==> src/rtl/dual_rail_ctrl_array.sv <==
// N_CH-channel dual-rail R_c/R_m controller with DATA/NULL
// wavefront sequencing, stability filter, ko/ki handshake and error trap.
module dual_rail_ctrl_array #(
  parameter int N_CH       = 4,
  parameter int STABLE_CYC = 1,
  parameter int CNT_W      = 8
) (
  input  logic             clk,
  input  logic             rst_n,
  input  logic [N_CH-1:0]  ph0_t,
  input  logic [N_CH-1:0]  ph0_f,
  input  logic [N_CH-1:0]  ph1_t,
  input  logic [N_CH-1:0]  ph1_f,
  input  logic [N_CH-1:0]  rd_t,
  input  logic [N_CH-1:0]  rd_f,
  input  logic [N_CH-1:0]  ld_t,
  input  logic [N_CH-1:0]  ld_f,
  input  logic             ki,
  input  logic             clr_err,
  output logic [N_CH-1:0]  r_c_t,
  output logic [N_CH-1:0]  r_c_f,
  output logic [N_CH-1:0]  r_m_t,
  output logic [N_CH-1:0]  r_m_f,
  output logic             ko,
  output logic             err,
  output logic [CNT_W-1:0] wave_cnt
);

  localparam int SW = $clog2(STABLE_CYC + 1);
  localparam logic [SW-1:0] STAB_MAX = SW'(STABLE_CYC);

  typedef enum logic [1:0] {
    S_NULL,
    S_DATA,
    S_ERR
  } state_t;

  state_t          state;
  state_t          state_nx;
  logic [SW-1:0]   stab;
  logic [SW-1:0]   stab_nx;
  logic [SW-1:0]   stab_inc;
  logic            hit;
  logic            illegal;
  logic            all_data;
  logic            all_null;
  logic            ld_data;
  logic            wave_inc;
  logic [N_CH-1:0] rc;
  logic [N_CH-1:0] rm;

  assign illegal = |((ph0_t & ph0_f) | (ph1_t & ph1_f)
                   | (rd_t & rd_f) | (ld_t & ld_f));

  assign all_data = &((ph0_t ^ ph0_f) & (ph1_t ^ ph1_f)
                    & (rd_t ^ rd_f) & (ld_t ^ ld_f));

  assign all_null = ~|(ph0_t | ph0_f | ph1_t | ph1_f
                    | rd_t | rd_f | ld_t | ld_f);

  // Only meaningful under all_data, where the true rail is the value.
  assign rc = ~ph0_t & ph1_t & rd_t;
  assign rm = ph0_t | (ph1_t & ld_t);

  assign stab_inc = stab + 1'b1;
  assign hit      = (stab_inc == STAB_MAX);

  always_comb begin
    state_nx = state;
    stab_nx  = '0;
    ld_data  = 1'b0;
    wave_inc = 1'b0;
    if (illegal) begin
      state_nx = S_ERR;
    end else begin
      case (state)
        S_NULL: begin
          if (all_data && ki) begin
            if (hit) begin
              state_nx = S_DATA;
              ld_data  = 1'b1;
            end else begin
              stab_nx = stab_inc;
            end
          end
        end
        S_DATA: begin
          if (all_null && !ki) begin
            if (hit) begin
              state_nx = S_NULL;
              wave_inc = 1'b1;
            end else begin
              stab_nx = stab_inc;
            end
          end
        end
        S_ERR: begin
          if (all_null && clr_err) begin
            state_nx = S_NULL;
          end
        end
        default: state_nx = S_NULL;
      endcase
    end
  end

  always_ff @(posedge clk or negedge rst_n) begin
    if (!rst_n) begin
      state    <= S_NULL;
      stab     <= '0;
      r_c_t    <= '0;
      r_c_f    <= '0;
      r_m_t    <= '0;
      r_m_f    <= '0;
      ko       <= 1'b1;
      err      <= 1'b0;
      wave_cnt <= '0;
    end else begin
      state <= state_nx;
      stab  <= stab_nx;
      ko    <= (state_nx == S_NULL);
      err   <= (state_nx == S_ERR);
      if (ld_data) begin
        r_c_t <= rc;
        r_c_f <= ~rc;
        r_m_t <= rm;
        r_m_f <= ~rm;
      end else if (state_nx != S_DATA) begin
        r_c_t <= '0;
        r_c_f <= '0;
        r_m_t <= '0;
        r_m_f <= '0;
      end
      if (wave_inc) begin
        wave_cnt <= wave_cnt + 1'b1;
      end
    end
  end

endmodule

==> config.mk <==
export PLATFORM = sky130hd
export DESIGN_NAME = dual_rail_ctrl_array
export DESIGN_NICKNAME = d
export VERILOG_FILES = /design/src/rtl/dual_rail_ctrl_array.sv
export SDC_FILE = /design/constraint.sdc
export NUM_CORES = 1
export LEC_CHECK = 0
export CAP_MARGIN = 15
export CORE_UTILIZATION = 40
export DETAILED_ROUTE_END_ITERATION = 12
export MAX_ROUTING_LAYER = met4
export PLACE_DENSITY = 0.76
export SLEW_MARGIN = 20
export SYNTH_ARGS = -nofsm -noshare
export SYNTH_HDL_FRONTEND = slang
export SYNTH_SLANG_ARGS = --single-unit
==> constraint.sdc <==
create_clock -name clk -period 1.5 [get_ports clk]
set_input_delay 0.3 -clock clk [delete_from_list [all_inputs] [get_ports clk]]
set_output_delay 0.3 -clock clk [all_outputs]
set_load 0.03 [all_outputs]
**Word-level counts from Yosys, hierarchy flattened**

Cells that the tools add are included.
Widths: inputs -> output; s select.

- Mux-type cells: 16
- Eq/ne operators: 4
- Add/sub/neg operators: 1
- Reduce and logical (&&, ||, !) cells: 11
- Bitwise gates (word level): 28

Operators by type and width:

| cell | number |
|---|---|
| $or 4x4->4 | 11 |
| $and 4x4->4 | 10 |
| $mux 4 | 5 |
| $xor 4x4->4 | 4 |
| $not 4->4 | 3 |
| $add 8x1->8 const B | 1 |
| $mux 2 | 4 |
| $reduce_or 4->1 | 2 |
| $mux 1 | 6 |
| $pmux 2 s3 | 1 |
| $eq 2x2->1 const B | 2 |
| $logic_not 2->1 | 2 |
| $reduce_and 4->1 | 1 |
| $logic_and 1x1->1 | 3 |
| $eq 2x1->1 const B | 1 |
| $logic_not 1->1 | 2 |
| $ne 2x1->1 const B | 1 |
| $reduce_bool 2->1 | 1 |

- Output and inout bits: 26
- Flip-flop bits (word level): 28
- Logic and storage cells: 68
- Input port bits: 36

**Logic depth before layout (Yosys ltp)**

Gate-level depths: netlist (run 1).

- Depth after elaboration: 16
- Gate-level depth with buffers: 7
- Depth with buffers taken out: 6

**Worst setup path after synthesis (run 1)**

No wires, ideal clock.

- Kind: input -> register
- From: in ph0_t[2]
- To: reg wave_cnt[1]
- Data required time: 1,372 ps
- Slack: -762 ps
- Library setup time: 128 ps
- Path buffers: 1
- Data arrival time: 2,135 ps
- Stages on the path: 7
- Cell sequence: inv_1 > ha_1 > or4b_4 > or4_4 > buf_6 > nor4_4 > mux2_1

- Cells in the longest elaborated chain, start to end: 13
- Elaborated cells between the ends (all ways): 18
- Those cells by class: mux (3); bitwise (11); reduce/logical (4)

Ends and longest elaborated chain:

| what | line | RTL |
|---|---|---|
| start: declaration | 10 | `input logic [N_CH-1:0] ph0_t,` |
| $or 4x4->4 (3 in series) | 58 | `assign all_null = ~\|(ph0_t \| ph0_f \| ph1_t \| ph1_f` |
| $or 4x4->4 (4 in series) | 59 | `\| rd_t \| rd_f \| ld_t \| ld_f);` |
| $reduce_or 4->1 | 58 |  |
| $logic_not 1->1 | 58 |  |
| $logic_and 1x1->1 | 88 | `if (all_null && !ki) begin` |
| $mux 1 | 88 |  |
| $mux 1 | 76 | `case (state)` |
| $mux 1 (*) | 73 | `if (illegal) begin` |
| end signal: assignment | 135 | `wave_cnt <= wave_cnt + 1'b1;` |
| end: declaration | 26 | `output logic [CNT_W-1:0] wave_cnt` |

Mark *: on every way between the ends. The rest lies on a longest branch, timed or not.
A chain may end at the register's enable or synchronous reset.

**Worst setup path in the final report (run 1)**

- From: in rd_f[1]
- To: reg r_m_t[3]

- Cells in the longest elaborated chain, start to end: 11
- Elaborated cells between the ends (all ways): 27
- Those cells by class: eq/ne (1); mux (9); bitwise (9); reduce/logical (8)

Ends and longest elaborated chain:

| what | line | RTL |
|---|---|---|
| start: declaration | 15 | `input logic [N_CH-1:0] rd_f,` |
| $or 4x4->4 (3 in series) | 59 |  |
| $reduce_or 4->1 | 58 |  |
| $logic_not 1->1 | 58 |  |
| $logic_and 1x1->1, on equally long branches | 98, 88 |  |
| $mux 2, on equally long branches | 98, 88 |  |
| $pmux 2 s3 | 76 |  |
| $mux 2 | 73 |  |
| $ne 2x1->1 | 128 | `end else if (state_nx != S_DATA) begin` |
| $reduce_bool 2->1 (no source line) | - |  |
| end signal: assignment | 126 | `r_m_t <= rm;` |
| end: declaration | 22 | `output logic [N_CH-1:0] r_m_t,` |

Parallel ways exist; a longest one is shown, timed or not.

==> results of run 1 <==
logic make-up after synthesis:
| family | count (synthesis) | synth area share, % |
|---|---|---|
| XOR/XNOR | 7 | 3.701 |
| AND/OR/NAND/NOR | 53 | 23.04 |
| buffers and inverters | 13 | 3.399 |
| multiplexers | 1 | 0.6797 |
| adder cells (fa/ha/maj) | 21 | 15.86 |
| flip-flops | 28 | 42.37 |
| AO/OA/AOI/OAI | 22 | 10.95 |
through the flow:
stage               area [um2]  util, %  worst slack, ns  std cells
finish                    3162    79.04          -0.5566        323
global route              3162    79.04          -0.6370        323
CTS                       2997    74.91          -0.5450        314
detailed placement        2599    64.97           -1.406        284
global placement          2599    64.97           -1.244        284
floorplan                 1719        -          -0.6473        145
layout by cell type, fill, tap and decap left out, drive strengths merged:
master         Yosys  routed
a211oi             1       1
dlygate4sd2        0      45
clkbuf             3       5
or4b               2       2
a21oi              4       4
nor3               1       1
or4                2       2
clkdlybuf4s50      0       3
and2               1       1
nand3              5       5
and4b              1       1
a311oi             1       1
dlymetal6s2s       0       1
nor2               2       2
and4               2       2
nand2              3       3
nor4              15      15
mux2               1       1
dfstp              1       1
nand4b             3       3
clkdlybuf4s15      0       4
inv                9       9
xor2               7       7
nor2b              1       1
buf                1      74
o2bb2ai            8       8
nor4b              2       2
ha                21      21
dfrtp             27      27
a22o               8       8
or2                3       3
and3               3       3
nand4              7       7
area by class of cell:
cell class,count,area (um2),area share (%)
inverter,9,51.30,1.622
multi-input combinational,104,1159,36.64
sequential,28,701.9,22.20
timing repair buffer,128,1142,36.13
clock buffer,4,45.04,1.425
tap,50,62.56,1.979
final timing paths:
check	startpoint	endpoint	slack (ns)	cells past startpoint
hold reg to reg	wave_cnt[7]	wave_cnt[7]	0.47	1
setup reg to reg	state[0]	wave_cnt[3]	-0.11	5
setup / recovery	rd_f[1]	r_m_t[3]	-0.56	9
max in group asynchronous	rst_n	ko	0.79	2
min in group asynchronous	rst_n	wave_cnt[2]	0.40	2
hold / removal	ph0_t[3]	r_m_t[3]	0.39	3
tightest hold or removal path: cells and delay by family:
kind / cells / cell delay [ns]
compound gates: 2 / 0.24
buf+inv: 1 / 0.09
metal layers:
layer | wire length (um) | GRT usage [%]
met1 | 2545 | 35.45
met2 | 3487 | 55.74
met3 | 357 | 5.862
met4 | 221 | 11.44
met5 | 0 | -
sequential cells by signal, summed over array words and instances, names as in the netlist:
| register | cells |
|---|---|
| r_m_t | 4 |
| r_m_f | 4 |
| state | 2 |
| ko | 1 |
| wave_cnt | 8 |
| r_c_t | 4 |
| err | 1 |
| r_c_f | 4 |
power breakdown:
group          internal [mW]  total [mW]    switching [mW]
Combinational          0.188       0.354             0.165
Clock                  0.191       0.426             0.235
Sequential             0.754       0.754  0.00000000000107
what timing repair did:
| item | CTS | global route |
|---|---|---|
| resized for setup | 129 | 20 |
| hold endpoints to repair | 0 | 0 |
| pin swaps | 19 | 13 |
| endpoints found under the setup margin | 54 | 29 |
| gates cloned | 1 | 0 |
| setup buffers | 25 | 10 |
==> results.cfg, run 1 <==
[outcome]
outcome = finished with violations
violations = setup timing

[cts]
clk_pin_slew_ns = 0.09
h-tree-depth = 1
cts_root_buffer = clkbuf_8
clock_latency_ns = 0.28
cts.sinks = 28
postCtsHoldBufs = 0
numCtsBuffers = 3
cts_tree = built
cts_buffer_depth = 2

[detailed_routing]
first_iter_violations = 123
routed_wl_um = 6613
wl_per_cell_um = 20.47
drc = 0
num_vias = 1848
ant_nets = 0
avgViaCountPerCell = 5.721
first_pass_iters = 4

[critical_path]
crit_arrival_ns = 2.26
cp_max_fo = 8
critical-path-slowest-cell = nor4_4
cp_common_cell = buf_4
crit_family = buffers and inverters
end_kind = flip-flop
path_buf_inv = 4
crit_path_start_kind = input pin
critical_path.cell_chain = dlygate4sd2_1 -> ha_2 -> nor4_4 -> nand4_1 -> buf_4 -> a211oi_4 -> buf_12 -> buf_4 -> o2bb2ai_1
cp.required_ns = 1.70
critical_path_class = in2reg
max_stage_delay_ns = 0.34

[synth]
synth.top_cells.by_count = dfrtp_1 (27), ha_1 (21), nor4_1 (12), inv_1 (9)
synthCells = 145
syn_area_per_cell_um2 = 11.42
async_flop_share_pct = 100.0
yosys_most_used_dff = dfrtp_1
ys_top_cells_by_area = dfrtp_1 (41%), ha_1 (16%), nor4_1 (4.5%), a22o_1 (4.2%), o2bb2ai_1 (4.2%)
yosys.area.top_type = dfrtp_1
synth_top_area_share_pct = 40.79
synth_edf_count = 0
synth_fp_nets = 202
synth_most_common_cell = dfrtp_1
synth_cell_types = 32
yosysSeqAreaShare_pct = 42.37
syn_area_mm2 = 0.001657
ys_warn_count = 0
ys_ff_latch = 28

[global_route]
grt_pass1_wl_um = 9839
grt-ovfl-total = 0
grt_usage_pct = 31.60
grt_pass1_vias = 1950
grt_max_degree = 29
antenna_found_initial = 0

[cells_and_area]
num_antenna_cells = 0
drive_gt1_share_pct = 45.05
n_fill_cell = 235
num-nets-final = 331
syn2layout_area_growth_pct = 90.86

[timing]
finalSetupTns_ns = -13.61
maxSlewViolCount = 0
min_period_ns = 2.057
period_share_pct = 137.1
rsz0062_at_grt = yes
hold_viol = 0
fmax_mhz = 486.2
whs_ns = 0.3851
worst_pin_slew_ns = 0.4745
fin_ws_ns = -0.5566
setup_viol = 28
fin_worst_skew_ns = 0.003018
max_slew_margin_pct = 68.08

[hold_path]
hold_path_class = in2reg

[placement]
dp_hpwl_um = 3822
gp_congestion = 0.8235
port_buffers = 61

[pwr]
p_total_mw = 1.534
leakage_nw = 1.662
ir_worst_vdd_v = 0.0006378
powerDensity_mw_per_mm2 = 485.3

[die]
num_io_pins = 62
start_util_pct = 41.41
die_area_mm2 = 0.004403
dieWidth_um = 66.36
core_area_mm2 = 0.004000
rows = 23
die_y_um = 66.36

[job]
drv_cap = 0
Note: power is estimated with default switching activity, not from simulation.
==> run 2, diff against run 1 <==
CAP_MARGIN = unset   (was 15)
==> results of run 2 <==
Final layout, timing and power as in run 1 (identical DEF).
==> run 3, diff against run 2 <==
CORE_UTILIZATION = 35   (was 40)
PLACE_DENSITY = 0.68   (was 0.76)
==> run 3 against run 2 <==
  * The flow finishes with violations (DRC, setup timing)
  * Combinational power fell by 11%
  * Critical path type unchanged
  * Critical endpoint is now wave_cnt[5]
  * Via count fell by 8.8%
  * Final cell count fell by 8.7%
  * Global-route usage fell by 7.2 points
  * Fmax rose by 6.1%
  * Count of clock-buffer cells in the layout did not move
==> results.cfg, run 3 (same netlist as run 1, synthesis figures left out) <==
[global_route]
grt_usage_pct = 24.43
antenna_found_initial = 0
gr-usage-met2_pct = 43.70
grt.busiest_layer = met2
gr-usage-met3_pct = 3.989
grt_max_degree = 29
grt_pass1_wl_um = 9211
grt_pass1_vias = 1879
grt_use_met1_pct = 27.69
grt-ovfl-total = 0

[critical_path]
critical_path_class = in2reg
regToRegStartpoint = state[0]
cp.required_ns = 1.71
crit_arrival_ns = 2.15
critical_path.cell_chain = buf_8 -> inv_4 -> ha_4 -> or4b_4 -> or4_4 -> buf_12 -> nor4_4 -> xor2_1
path_buf_inv = 3
crit_path_start_kind = input pin
crit_family = simple AND/OR/NAND/NOR gates
max_stage_delay_ns = 0.54
cp_max_fo = 6
end_kind = flip-flop
critical-path-slowest-cell = or4_4
startpoint = ph0_f[3]

[timing]
finalSetupTns_ns = -8.146
worst_pin_slew_ns = 0.3910
rsz0062_at_grt = yes
maxSlewViolCount = 0
period_share_pct = 129.2
hold_viol = 0
fin_ws_ns = -0.4385
setup_viol = 28
fmax_mhz = 515.9
min_period_ns = 1.938
fin_worst_skew_ns = 0.004749
max_slew_margin_pct = 73.85

[pwr]
comb_power_share_pct = 20.2
p_sw_share_pct = 25.85
p_seq_share_pct = 48.6
ir_worst_vdd_v = 0.0003970
p_clk_share_pct = 31.2
p_total_mw = 1.554
leakage_nw = 1.549
p_switching_mw = 0.4017
powerDensity_mw_per_mm2 = 517.4
p_int_mw = 1.152

[cells_and_area]
num_antenna_cells = 0
syn2layout_area_growth_pct = 81.27
largest_reg_flops = 8
fin_util_pct = 67.57
num-nets-final = 301
regMostFlops = wave_cnt
n_fill_cell = 339
drive_gt1_share_pct = 50.62
final_common_cell = dlygate4sd2_1
final_cell_area_mm2 = 0.003003
mostFrequentLayoutCells = dlygate4sd2_1 (29), dfrtp_1 (27), buf_4 (26), nor4_4 (12)

[detailed_routing]
first_iter_violations = 40
num_vias = 1685
drc = 2
first_pass_iters = 10
wl_per_cell_um = 19.69
routed_wl_um = 5810
ant_nets = 0
avgViaCountPerCell = 5.712

[cts]
cts.sinks = 28
postCtsHoldBufs = 0
cts_tree = built
clk_pin_slew_ns = 0.10
numCtsBuffers = 3
cts_root_buffer = clkbuf_8
clock_latency_ns = 0.28
h-tree-depth = 1
cts_buffer_depth = 2

[placement]
port_buffers = 61
gp_congestion = 0.8294
pre_cts_slack_ns = -1.231
dpl_cell_area_mm2 = 0.002619
dp_hpwl_um = 3901

[job]
drv_cap = 0

[die]
die_y_um = 70.80
die_area_mm2 = 0.005012
rows = 24
dieWidth_um = 70.80
start_util_pct = 37.27
num_io_pins = 62
core_area_mm2 = 0.004444

[hold_path]
hold_path_class = in2reg
min_from = ph0_t[3]

[outcome]
outcome = finished with violations
violations = DRC, setup timing
run 3: through the flow:
stage / hold slack (ns) / cells
2_1_floorplan: 0.004409 / 145
3_3_place_gp: 0.4577 / 287
3_5_place_dp: 0.4652 / 287
4_1_cts: 0.3401 / 296
5_1_grt: 0.3473 / 295
6_report: 0.3396 / 295
run 3: worst paths after layout:
check                                   end  slack, ns  cells past startpoint
worst max-delay path            wave_cnt[5]      -0.44                      8
worst min-delay path               r_c_t[3]       0.34                      4
worst max register to register  wave_cnt[7]      -0.02                      4
worst min register to register  wave_cnt[7]       0.46                      1
max in group asynchronous                ko       0.79                      2
min in group asynchronous       wave_cnt[3]       0.40                      2
run 3: routing by layer:
layer | wire length (um) | part of all wire [%]
met1 | 2289 | 39
met2 | 3096 | 53
met3 | 246 | 4.2
met4 | 178 | 3.1
met5 | 0 | 0
run 3: final cells by class:
type                            count  area, um2  area share (%)
Timing Repair Buffer               98      845.8           28.17
Multi-Input combinational cell    104       1281           42.67
Inverter                            9      53.80           1.792
Tap cell                           52      65.06           2.167
Sequential cell                    28      701.9           23.37
Clock buffer                        4      55.05           1.833
run 3: power groups by stage:
| stage | Combinational [mW] | Clock, mW | Sequential [mW] |
|---|---|---|---|
| final | 0.315 | 0.485 | 0.754 |
| after global routing | 0.340 | 0.531 | 0.755 |
| after CTS | 0.284 | 0.488 | 0.754 |
| after detailed placement | 0.265 | 0 | 0.769 |
| after global placement | 0.256 | 0 | 0.769 |
| after floorplan | 0.0643 | 0 | 0.769 |
run 3: what timing repair did:
item,in CTS,in global routing
cloned,1,0
pin swaps,22,31
buffers inserted,4,1
setup endpoints to repair,53,28
gates resized for setup,156,51
run 3: tightest hold or removal path, delay by kind of cell:
family | cells | cell delay, ns
compound gates | 1 | 0.07
simple gates | 1 | 0.11
buf+inv | 2 | 0.11
